### config.mk
export PLATFORM = sky130hd
export DESIGN_NAME = fifo_puerto_flat
export DESIGN_NICKNAME = d
export VERILOG_FILES = /design/src/rtl/fifo_puerto_if.sv /design/src/rtl/fifo_puerto.sv /design/src/flat_wrapper.sv
export SDC_FILE = /design/constraint.sdc
export NUM_CORES = 1
export LEC_CHECK = 0
export ABC_CLOCK_PERIOD_IN_PS = 2430
export CAP_MARGIN = 0
export CORE_MARGIN = 3
export CORE_UTILIZATION = 28
export CTS_CLUSTER_DIAMETER = 50
export DETAILED_ROUTE_END_ITERATION = 10
export SLEW_MARGIN = 30
export SYNTH_ARGS = -nofsm -noshare
export SYNTH_HDL_FRONTEND = slang
export SYNTH_SLANG_ARGS = --single-unit
### constraint.sdc
create_clock -name clk -period 2.43 [get_ports clk]
set_input_delay 0.729 -clock clk [delete_from_list [all_inputs] [get_ports clk]]
set_output_delay 0.729 -clock clk [all_outputs]
set_load 0.005 [all_outputs]
### src/rtl/fifo_puerto_if.sv
// Producer/consumer bundle for fifo_puerto: write and read requests in, data and status flags out.
interface fifo_puerto_if #(
    parameter int FIFO_WORD_SIZE = 10,
    parameter int FIFO_DEPTH     = 8
);
    localparam int CW = $clog2(FIFO_DEPTH) + 1;

    logic                      push;
    logic [FIFO_WORD_SIZE-1:0] data_in;
    logic                      pop;
    logic [FIFO_WORD_SIZE-1:0] data_out;
    logic                      valid_out;
    logic                      empty;
    logic                      full;
    logic                      almostfull;
    logic                      almostempty;
    logic [CW-1:0]             count;
    logic                      error;

    modport master (
        output push, data_in, pop,
        input  data_out, valid_out, empty, full, almostfull, almostempty, count, error
    );

    modport slave (
        input  push, data_in, pop,
        output data_out, valid_out, empty, full, almostfull, almostempty, count, error
    );
endinterface

### src/rtl/fifo_puerto.sv
// Circular-buffer FIFO with registered one-cycle read, occupancy flags and a sticky
// overflow/underflow error bit.
module fifo_puerto #(
    parameter int FIFO_WORD_SIZE = 10,
    parameter int FIFO_DEPTH     = 8,
    parameter int ALMOSTFULL_TH  = 6,
    parameter int ALMOSTEMPTY_TH = 2
) (
    input  logic          clk,
    input  logic          reset_L,
    fifo_puerto_if.slave  bus
);
    localparam int AW = $clog2(FIFO_DEPTH);
    localparam int CW = AW + 1;

    logic [FIFO_WORD_SIZE-1:0] mem [FIFO_DEPTH];

    logic [AW-1:0]             wr_ptr_reg;
    logic [AW-1:0]             rd_ptr_reg;
    logic [CW-1:0]             count_reg;
    logic [CW-1:0]             count_next;
    logic [FIFO_WORD_SIZE-1:0] data_out_reg;
    logic                      valid_reg;
    logic                      error_reg;

    logic empty_w;
    logic full_w;
    logic push_ok;
    logic pop_ok;
    logic overflow;
    logic underflow;

    assign empty_w = (count_reg == '0);
    assign full_w  = (count_reg == CW'(FIFO_DEPTH));

    // A push into a full FIFO is still legal when the same edge frees a slot.
    always_comb begin
        pop_ok    = bus.pop && !empty_w;
        push_ok   = bus.push && (!full_w || pop_ok);
        overflow  = bus.push && !push_ok;
        underflow = bus.pop && empty_w;
    end

    always_comb begin
        count_next = count_reg;
        case ({push_ok, pop_ok})
            2'b10:   count_next = count_reg + 1'b1;
            2'b01:   count_next = count_reg - 1'b1;
            default: count_next = count_reg;
        endcase
    end

    // Storage carries no reset; stale words are unreachable once the pointers clear.
    always_ff @(posedge clk) begin
        if (push_ok && reset_L) begin
            mem[wr_ptr_reg] <= bus.data_in;
        end
    end

    always_ff @(posedge clk or negedge reset_L) begin
        if (!reset_L) begin
            wr_ptr_reg   <= '0;
            rd_ptr_reg   <= '0;
            count_reg    <= '0;
            data_out_reg <= '0;
            valid_reg    <= 1'b0;
            error_reg    <= 1'b0;
        end else begin
            count_reg <= count_next;
            valid_reg <= pop_ok;
            if (push_ok) begin
                wr_ptr_reg <= wr_ptr_reg + 1'b1;
            end
            if (pop_ok) begin
                data_out_reg <= mem[rd_ptr_reg];
                rd_ptr_reg   <= rd_ptr_reg + 1'b1;
            end
            if (overflow || underflow) begin
                error_reg <= 1'b1;
            end
        end
    end

    assign bus.data_out    = data_out_reg;
    assign bus.valid_out   = valid_reg;
    assign bus.count       = count_reg;
    assign bus.error       = error_reg;
    assign bus.empty       = empty_w;
    assign bus.full        = full_w;
    assign bus.almostfull  = (count_reg >= CW'(ALMOSTFULL_TH));
    assign bus.almostempty = (count_reg <= CW'(ALMOSTEMPTY_TH));
endmodule

### src/flat_wrapper.sv
// flat-port wrapper written by rule: the top's interface ports become plain ports
module fifo_puerto_flat 
#(
    parameter int FIFO_WORD_SIZE = 10,
    parameter int FIFO_DEPTH     = 8,
    parameter int ALMOSTFULL_TH  = 6,
    parameter int ALMOSTEMPTY_TH = 2
)
  (clk, reset_L, bus_push, bus_data_in, bus_pop, bus_data_out, bus_valid_out, bus_empty, bus_full, bus_almostfull, bus_almostempty, bus_count, bus_error);
  fifo_puerto_if #(.FIFO_WORD_SIZE(FIFO_WORD_SIZE), .FIFO_DEPTH(FIFO_DEPTH)) bus_i ();
  input  logic clk;
  input  logic reset_L;
  input wire logic [$bits(bus_i.push)-1:0] bus_push;
  input wire logic [$bits(bus_i.data_in)-1:0] bus_data_in;
  input wire logic [$bits(bus_i.pop)-1:0] bus_pop;
  output wire logic [$bits(bus_i.data_out)-1:0] bus_data_out;
  output wire logic [$bits(bus_i.valid_out)-1:0] bus_valid_out;
  output wire logic [$bits(bus_i.empty)-1:0] bus_empty;
  output wire logic [$bits(bus_i.full)-1:0] bus_full;
  output wire logic [$bits(bus_i.almostfull)-1:0] bus_almostfull;
  output wire logic [$bits(bus_i.almostempty)-1:0] bus_almostempty;
  output wire logic [$bits(bus_i.count)-1:0] bus_count;
  output wire logic [$bits(bus_i.error)-1:0] bus_error;
  assign bus_i.push = bus_push;
  assign bus_i.data_in = bus_data_in;
  assign bus_i.pop = bus_pop;
  assign bus_data_out = bus_i.data_out;
  assign bus_valid_out = bus_i.valid_out;
  assign bus_empty = bus_i.empty;
  assign bus_full = bus_i.full;
  assign bus_almostfull = bus_i.almostfull;
  assign bus_almostempty = bus_i.almostempty;
  assign bus_count = bus_i.count;
  assign bus_error = bus_i.error;
  fifo_puerto #(.FIFO_WORD_SIZE(FIFO_WORD_SIZE), .FIFO_DEPTH(FIFO_DEPTH), .ALMOSTFULL_TH(ALMOSTFULL_TH), .ALMOSTEMPTY_TH(ALMOSTEMPTY_TH)) u_core (.clk(clk), .reset_L(reset_L), .bus(bus_i));
endmodule
After elaboration in Yosys (flattened, before gate mapping). Memory sizes are Yosys's and may differ from the RTL's. A register that Yosys moved wholly into a read port is not among the register bits. Index checks and enable logic that the tools add are counted.

Bits in registers: 12. RAM bits: 80. Bits of input ports: 14. Output and inout bits: 20. Logic and storage cells: 31. Memories: 1.

Memories: u_core.mem (words 8, width 10, read ports 1, clocked after memory_dff 1, wr ports 1, line fifo_puerto.sv:16) `logic [FIFO_WORD_SIZE-1:0] mem [FIFO_DEPTH];`.

Add/sub/neg operators: 4. Magnitude comparators: 2. Eq/ne operators: 3. Multiplexer cells: 3. Reductions and logical operators: 13.

Operators with widths (count): $pmux 4 s2 (1); $add 3x1->3 const B (2); $logic_and 1x1->1 (5); $add 4x1->4 const B (1); $eq 4x4->1 const B (1); $ge 4x3->1 const B (1); $le 4x2->1 const B (1); $logic_not 1->1 (4); $logic_not 4->1 (1); $sub 4x1->4 const B (1); $eq 2x1->1 const B (1); $eq 2x2->1 const B (1); $logic_or 1x1->1 (2); $mux 1 (2); $reduce_bool 2->1 (1).

Longest topological paths before layout. Gate-level depths: netlist of run 1.

Depth in word-level cells: 8. Mapped depth: 10. Depth with buffers taken out: 9.

Least setup slack after synthesis of run 1. OpenSTA, ideal clock, no wires.

Path type: input port to flip-flop. Start: in bus_pop. End: mem u_core.mem[2][0] (enable). Library setup time: 0.404 ns. Arrival time: 2.170 ns. Data required time: 2.026 ns. Path slack: -0.143 ns. Stages on the path: 4. Buffers on the path: 0. Path through: nor2b_1 > a21boi_2 > inv_2 > nor4_1.

Word-level cells in the longest chain between the ends: 6.

RTL lines: start: declaration (line flat_wrapper.sv:15) `input wire logic [$bits(bus_i.pop)-1:0] bus_pop;`; $logic_and 1x1->1 (line fifo_puerto.sv:38) `pop_ok = bus.pop && !empty_w;`; $logic_or 1x1->1 (line fifo_puerto.sv:39) `push_ok = bus.push && (!full_w || pop_ok);`; $logic_and 1x1->1 (line fifo_puerto.sv:39); $logic_and 1x1->1 (line fifo_puerto.sv:55) `if (push_ok && reset_L) begin`; $mux 1 (line fifo_puerto.sv:55); $mux 1 (not written as such) (line fifo_puerto.sv:56) `mem[wr_ptr_reg] <= bus.data_in;`; end: declaration (line fifo_puerto.sv:16).

Every way passes these cells.

Worst setup path after layout of run 1.
Start: in bus_pop. End: reg u_core.count_reg[3] (netlist: u_core.bus.count[3]).

Word-level cells in the longest chain between the ends: 5. Elaborated cells on any way between the ends: 7. Those cells by class: eq/ne: 2; mux: 1; reduce/logical: 4.

RTL lines: $logic_and 1x1->1 (*) (line fifo_puerto.sv:38); $logic_or 1x1->1 (line fifo_puerto.sv:39); $logic_and 1x1->1 (line fifo_puerto.sv:39); $eq 2x1->1 or $eq 2x2->1 (tied branches) (line fifo_puerto.sv:46) `case ({push_ok, pop_ok})`; $pmux 4 s2 or $reduce_bool 2->1 (tied branches); end signal: assignment (line fifo_puerto.sv:69) `count_reg <= count_next;`; end: declaration (line fifo_puerto.sv:20) `logic [CW-1:0] count_reg;`.

Every way passes the cells marked *; elsewhere a longest branch is shown, timed or not. A chain may end at the register's enable or synchronous reset.

==> metrics, run 1 <==
cell leakage power=0.00190 uW; final setup vio count=0; final max-slew violation count=0; Post-synth EDFFs=80; fmax=429 MHz; part of the cycle the worst path needs=95.8%; clk_skew=0.00817 ns; synth warn=0; Clock Tree Root=clkbuf_16; Hold Fails Final Rpt=0; Skew-Pair Late Insertion Delay=0.34 ns; fin nets=348; post-DP HPWL=5.45 mm; antenna violations before repair=0; CTS tree=yes; largest net degree at the start of global routing=34; top-area cell type share of the netlist area=57.3%; io pins=34; Routed Wire Length=8.42 mm; vias per cell=4.65; Synth Flop Type=edfxtp_1; core box area=14600 sq um; total negative setup slack=0 ns; post-route minimum period=2.33 ns; Area contributors post-synth=edfxtp_1 (57%), dfrtp_1 (13%), mux2_2 (5.6%); Register Area=2950 sq um; Setup CP Type=in -> reg; setup slack after layout=0.102 ns; most common cell in the netlist=edfxtp_1; Final Wtd Congestion=0.725; Total Routing Usage GR=10.8%; slowest CP cell=clkdlybuf4s50_1; Syn Area/Cell=16.1 sq um; Commonest cells post-synth=edfxtp_1 (80), dfrtp_1 (22), mux2_2 (21), mux2i_1 (21), nand2_1 (21); IO buf count=33; Place WS=-0.468 ns; placement-stage cell area=4870 sq um; Req. time, crit path=2.65 ns; pwr dens=1110 nW/um^2; Antenna Cells=0; crit-path max FO=5; htree depth=3; synthesized instance count=261; Remaining DRCs=0; Synth area leader=edfxtp_1; startpoint types=primary input; CP Data Arrival Time=2.55 ns; Max Root-Sink Buffers=2; number of flip-flops in the largest register=80; crit path cell chain=clkdlybuf4s50_1, nor2b_2, a21boi_2, inv_2, ha_4, ha_1, inv_1, nor4_2, nand4b_1, o311ai_1; Initial Utilization=28.7%; num rows=44; peak supply drop=469 uV; CP top delay family=buffers and inverters; die height=128 microns; Critical Path Max Stage Delay=0.49 ns; synth-to-layout area growth=25.5%; Final ANT Viol Nets=0; number of max-cap violations=0; first-pass GRT wire length=13.2 mm; DR vias=2404; Fin Hold WS=0.487 ns; gr ovfl total=0; ys async rst share=21.6%; Initial DRC Count=129; Power Total=5850 uW; final-layout fill cell count=1398; Finished Cell Area=5260 sq um; Multi-input gate area=1170 sq um; share of post-route cells with drive strength above 1=25.8%; total CTS buffers=9; CP bufs+invs=3; Worst-Margin Slew=0.539 ns; Worst Hold Class=reg -> reg; Netlist cell types=40; clock-pin slew on the worst setup and hold paths=0.07 ns; Syn Nets=281; area of the mapped netlist=4190 sq um; detailed-router iteration count before antenna repair=4; die area=16500 sq um; Die X=128 microns; slew margin rel.=64.0%; status=finished clean; Seq/Total Area, Yosys=70.5%; vias in the first global route=2447; number of synthesized register bits=102; WL/cell=16.3 microns; Sink Count=102; crit path capture type=flop
==> power breakdown <==
group          internal, uW  switching (uW)
Clock                   706             629
Sequential             2170             217
Combinational          1140             983
==> timing repair <==
item / CTS / global route
endpoints found under the setup margin: 3 / 3
setup buffers: 6 / 1
pin swaps: 2 / 2
resized for setup: 6 / 6
hold buffers: 0 / 0
==> final cells by class <==
cell class	instances	area share [%]
clock buffers	9	4.28
well taps	184	4.38
clock inverters	7	1.12
flip-flops and latches	102	56.2
inverters	7	0.500
repair buffers	67	11.4
multi-input cells	141	22.2
==> per-stage QoR <==
step | std cells | util [%]
6_report | 517 | 36.1
5_1_grt | 517 | 36.1
3_3_place_gp | 494 | 33.4
2_1_floorplan | 261 | -
3_5_place_dp | 494 | 33.4
4_1_cts | 516 | 35.8
==> worst paths after layout <==
path                                               startpoint                            endpoint  slack, ns  cells after the start
min in group asynchronous                             reset_L     u_core.bus.count[3]$_DFFE_PN0P_       0.97                      3
max reg2reg                   u_core.bus.count[1]$_DFFE_PN0P_     u_core.bus.count[3]$_DFFE_PN0P_       0.13                     10
max in group asynchronous                             reset_L    u_core.rd_ptr_reg[0]$_DFFE_PN0P_       1.18                      3
min                        u_core.bus.data_out[8]$_DFFE_PN0P_  u_core.bus.data_out[8]$_DFFE_PN0P_       0.49                      2
min reg2reg                u_core.bus.data_out[8]$_DFFE_PN0P_  u_core.bus.data_out[8]$_DFFE_PN0P_       0.49                      2
max                                                   bus_pop     u_core.bus.count[3]$_DFFE_PN0P_       0.10                     10
==> per-layer routing <==
metal / GRT usage, % / part of all wire (%) / vias up
met5: 0 / 0 / -
met2: 18.4 / 50 / 67
met3: 3.74 / 7.5 / 9
met4: 2.62 / 0.95 / 0
li1: - / - / 1133
met1: 13.2 / 41 / 1195
==> worst min-delay path, stage by stage (launching register included) <==
cell and delay, ns:
dfrtp_1 0.34, nand2_1 0.05, o21ai_1 0.06
==> cell families after synthesis <==
logic type	Yosys count	share of synthesized area, %
flops	102	70.5
simple gates	46	5.43
mux	42	10.7
compound gates	41	7.08
buf+inv	18	3.14
xor+xnor	6	1.25
fa+ha+maj	6	1.97
==> cells in the final DEF, fill, tap and decap left out, types with 2 or more instances in the layout <==
master and instances:
nor2b_1 2, mux2i_1 21, o21ai_0 3, ha_1 3, inv_1 5, mux2_2 21, nand2b_1 2, clkbuf_16 9
clkinvlp_4 4, ha_4 2, o22ai_1 10, nor4_2 3, a221o_1 10, o21ai_1 10, nor2_1 4, buf_4 33
xnor2_1 4, xor2_1 2, inv_2 2, nor3_1 5, nand2_1 21, clkdlybuf4s50_1 30, dfrtp_1 21, edfxtp_1 80
dlygate4sd2_1 2
Power figures use the tool's default switching activity.
==> run 2, diff against run 1 <==
--- a/config.mk
+++ b/config.mk
@@ -11,6 +11,7 @@
 export CORE_UTILIZATION = 28
 export CTS_CLUSTER_DIAMETER = 50
 export DETAILED_ROUTE_END_ITERATION = 10
+export SKIP_CTS_REPAIR_TIMING = 1
 export SLEW_MARGIN = 30
 export SYNTH_ARGS = -nofsm -noshare
 export SYNTH_HDL_FRONTEND = slang
==> run 2 against run 1 <==
  * Via count decreased by 1.0%
  * Flip-flop and latch count unchanged
  * Count of clock-buffer cells in the layout is the same
  * Register-to-register slack improved by 0.12 ns
  * Utilization down 0.17 points
  * Total power shrank 0.76%
  * Global-route usage shrank 0.063 points
  * Worst hold slack about the same
  * Clock skew rose by 0.00088 ns
  * Critical path type unchanged
  * Largest power group unchanged
==> metrics, run 2 (synthesis results as in run 1) <==
io pins=34; status=finished clean; Final ANT Viol Nets=0; Sink Count=102; pwr dens=1110 nW/um^2; number of max-cap violations=0; Die X=128 microns; startpoint types=primary input; setup slack after layout=0.102 ns; crit path capture type=flop; cell leakage power=0.00191 uW; Place WS=-0.468 ns; share of post-route cells with drive strength above 1=25.5%; vias in the first global route=2419; Routed Wire Length=8.43 mm; CP Data Arrival Time=2.55 ns; Hold Fails Final Rpt=0; Worst Hold Class=reg -> reg; vias per cell=4.63; Req. time, crit path=2.65 ns; largest net degree at the start of global routing=34; number of flip-flops in the largest register=80; detailed-router iteration count before antenna repair=4; gr ovfl total=0; commonest cells after routing, fill and taps aside=edfxtp_1 (80), clkdlybuf4s50_1 (30), buf_4 (30); slew margin rel.=64.7%; DR vias=2379; htree depth=3; core box area=14600 sq um; final setup vio count=0; Initial Utilization=28.7%; part of the cycle the worst path needs=95.8%; post-route minimum period=2.33 ns; Clock Tree Root=clkbuf_16; Setup CP Type=in -> reg; die height=128 microns; IO buf count=33; Remaining DRCs=0; WL/cell=16.4 microns; Fin Hold WS=0.486 ns; Initial DRC Count=110; peak supply drop=469 uV; Max Root-Sink Buffers=2; RSZ-0062 raised after global routing=false; placement-stage cell area=4870 sq um; Finished Cell Area=5240 sq um; Total Routing Usage GR=10.7%; fin nets=345; crit-path max FO=5; num rows=44; first-pass GRT wire length=13.2 mm; final max-slew violation count=0; Antenna Cells=0; final-layout fill cell count=1398; Worst-Margin Slew=0.530 ns; post-DP HPWL=5.45 mm; die area=16500 sq um; Final Wtd Congestion=0.725; Final Util=35.9%; clk_skew=0.00905 ns; fmax=430 MHz; synth-to-layout area growth=24.9%; Skew-Pair Late Insertion Delay=0.34 ns; Power Total=5810 uW; total CTS buffers=9; clock-pin slew on the worst setup and hold paths=0.07 ns; CTS tree=yes; antenna violations before repair=0; most common cell after layout, fill and taps aside=edfxtp_1
==> run 2: cell types whose count changed in the layout (fill, tap and decap cells not counted), sizes merged <==
cell          delta
buf              -3
dlygate4sd2      -2
dlymetal6s2s     +2
==> run 2: cell type report <==
class                           instances  area [sq um]  share of cell area (%)
Clock buffer                            9           225                    4.30
Tap cell                              184           230                    4.40
Inverter                                7          26.3                   0.502
Sequential cell                       102          2960                    56.5
Timing Repair Buffer                   64           583                    11.1
Clock inverter                          7          58.8                    1.12
Multi-Input combinational cell        141          1150                    22.1
==> run 2: stage by stage <==
| step | setup TNS [ns] | std cells |
|---|---|---|
| 3_5_place_dp | -3.17 | 494 |
| 4_1_cts | -0.368 | 510 |
| 2_1_floorplan | -2.87 | 261 |
| 5_1_grt | 0 | 514 |
| 3_3_place_gp | -1.80 | 494 |
| 6_report | 0 | 514 |
==> run 2: path summary, 6_finish.rpt <==
check	from	end	slack (ns)	cells past startpoint
min in group asynchronous	reset_L	u_core.rd_ptr_reg[1]$_DFFE_PN0P_	0.97	3
max	bus_pop	u_core.bus.count[3]$_DFFE_PN0P_	0.10	10
min reg2reg	u_core.bus.data_out[8]$_DFFE_PN0P_	u_core.bus.data_out[8]$_DFFE_PN0P_	0.49	2
max reg2reg	u_core.bus.count[0]$_DFFE_PN0P_	u_core.bus.count[3]$_DFFE_PN0P_	0.25	9
min	u_core.bus.data_out[8]$_DFFE_PN0P_	u_core.bus.data_out[8]$_DFFE_PN0P_	0.49	2
max in group asynchronous	reset_L	u_core.rd_ptr_reg[0]$_DFFE_PN0P_	1.18	3
==> run 2: critical path, cell delays in order <==
cell and delay, ns:
clkdlybuf4s50_1 0.49, nor2b_2 0.06, a21boi_2 0.15, inv_2 0.07, ha_4 0.18, ha_1 0.29
inv_1 0.07, nor4_2 0.25, nand4b_1 0.15, o311ai_1 0.10
==> run 2: metal layers <==
layer / vias up / global-route usage (%) / wire length [microns]
met5: - / 0 / 0
met2: 61 / 18.2 / 4250
met1: 1181 / 13.1 / 3470
met4: 0 / 2.62 / 80
li1: 1128 / - / -
met3: 9 / 3.74 / 629
==> run 2: power breakdown <==
group	internal (uW)	switching, uW	leakage [uW]
Sequential	2180	215	0.000979
Clock	706	632	0.000126
Combinational	1110	968	0.000807
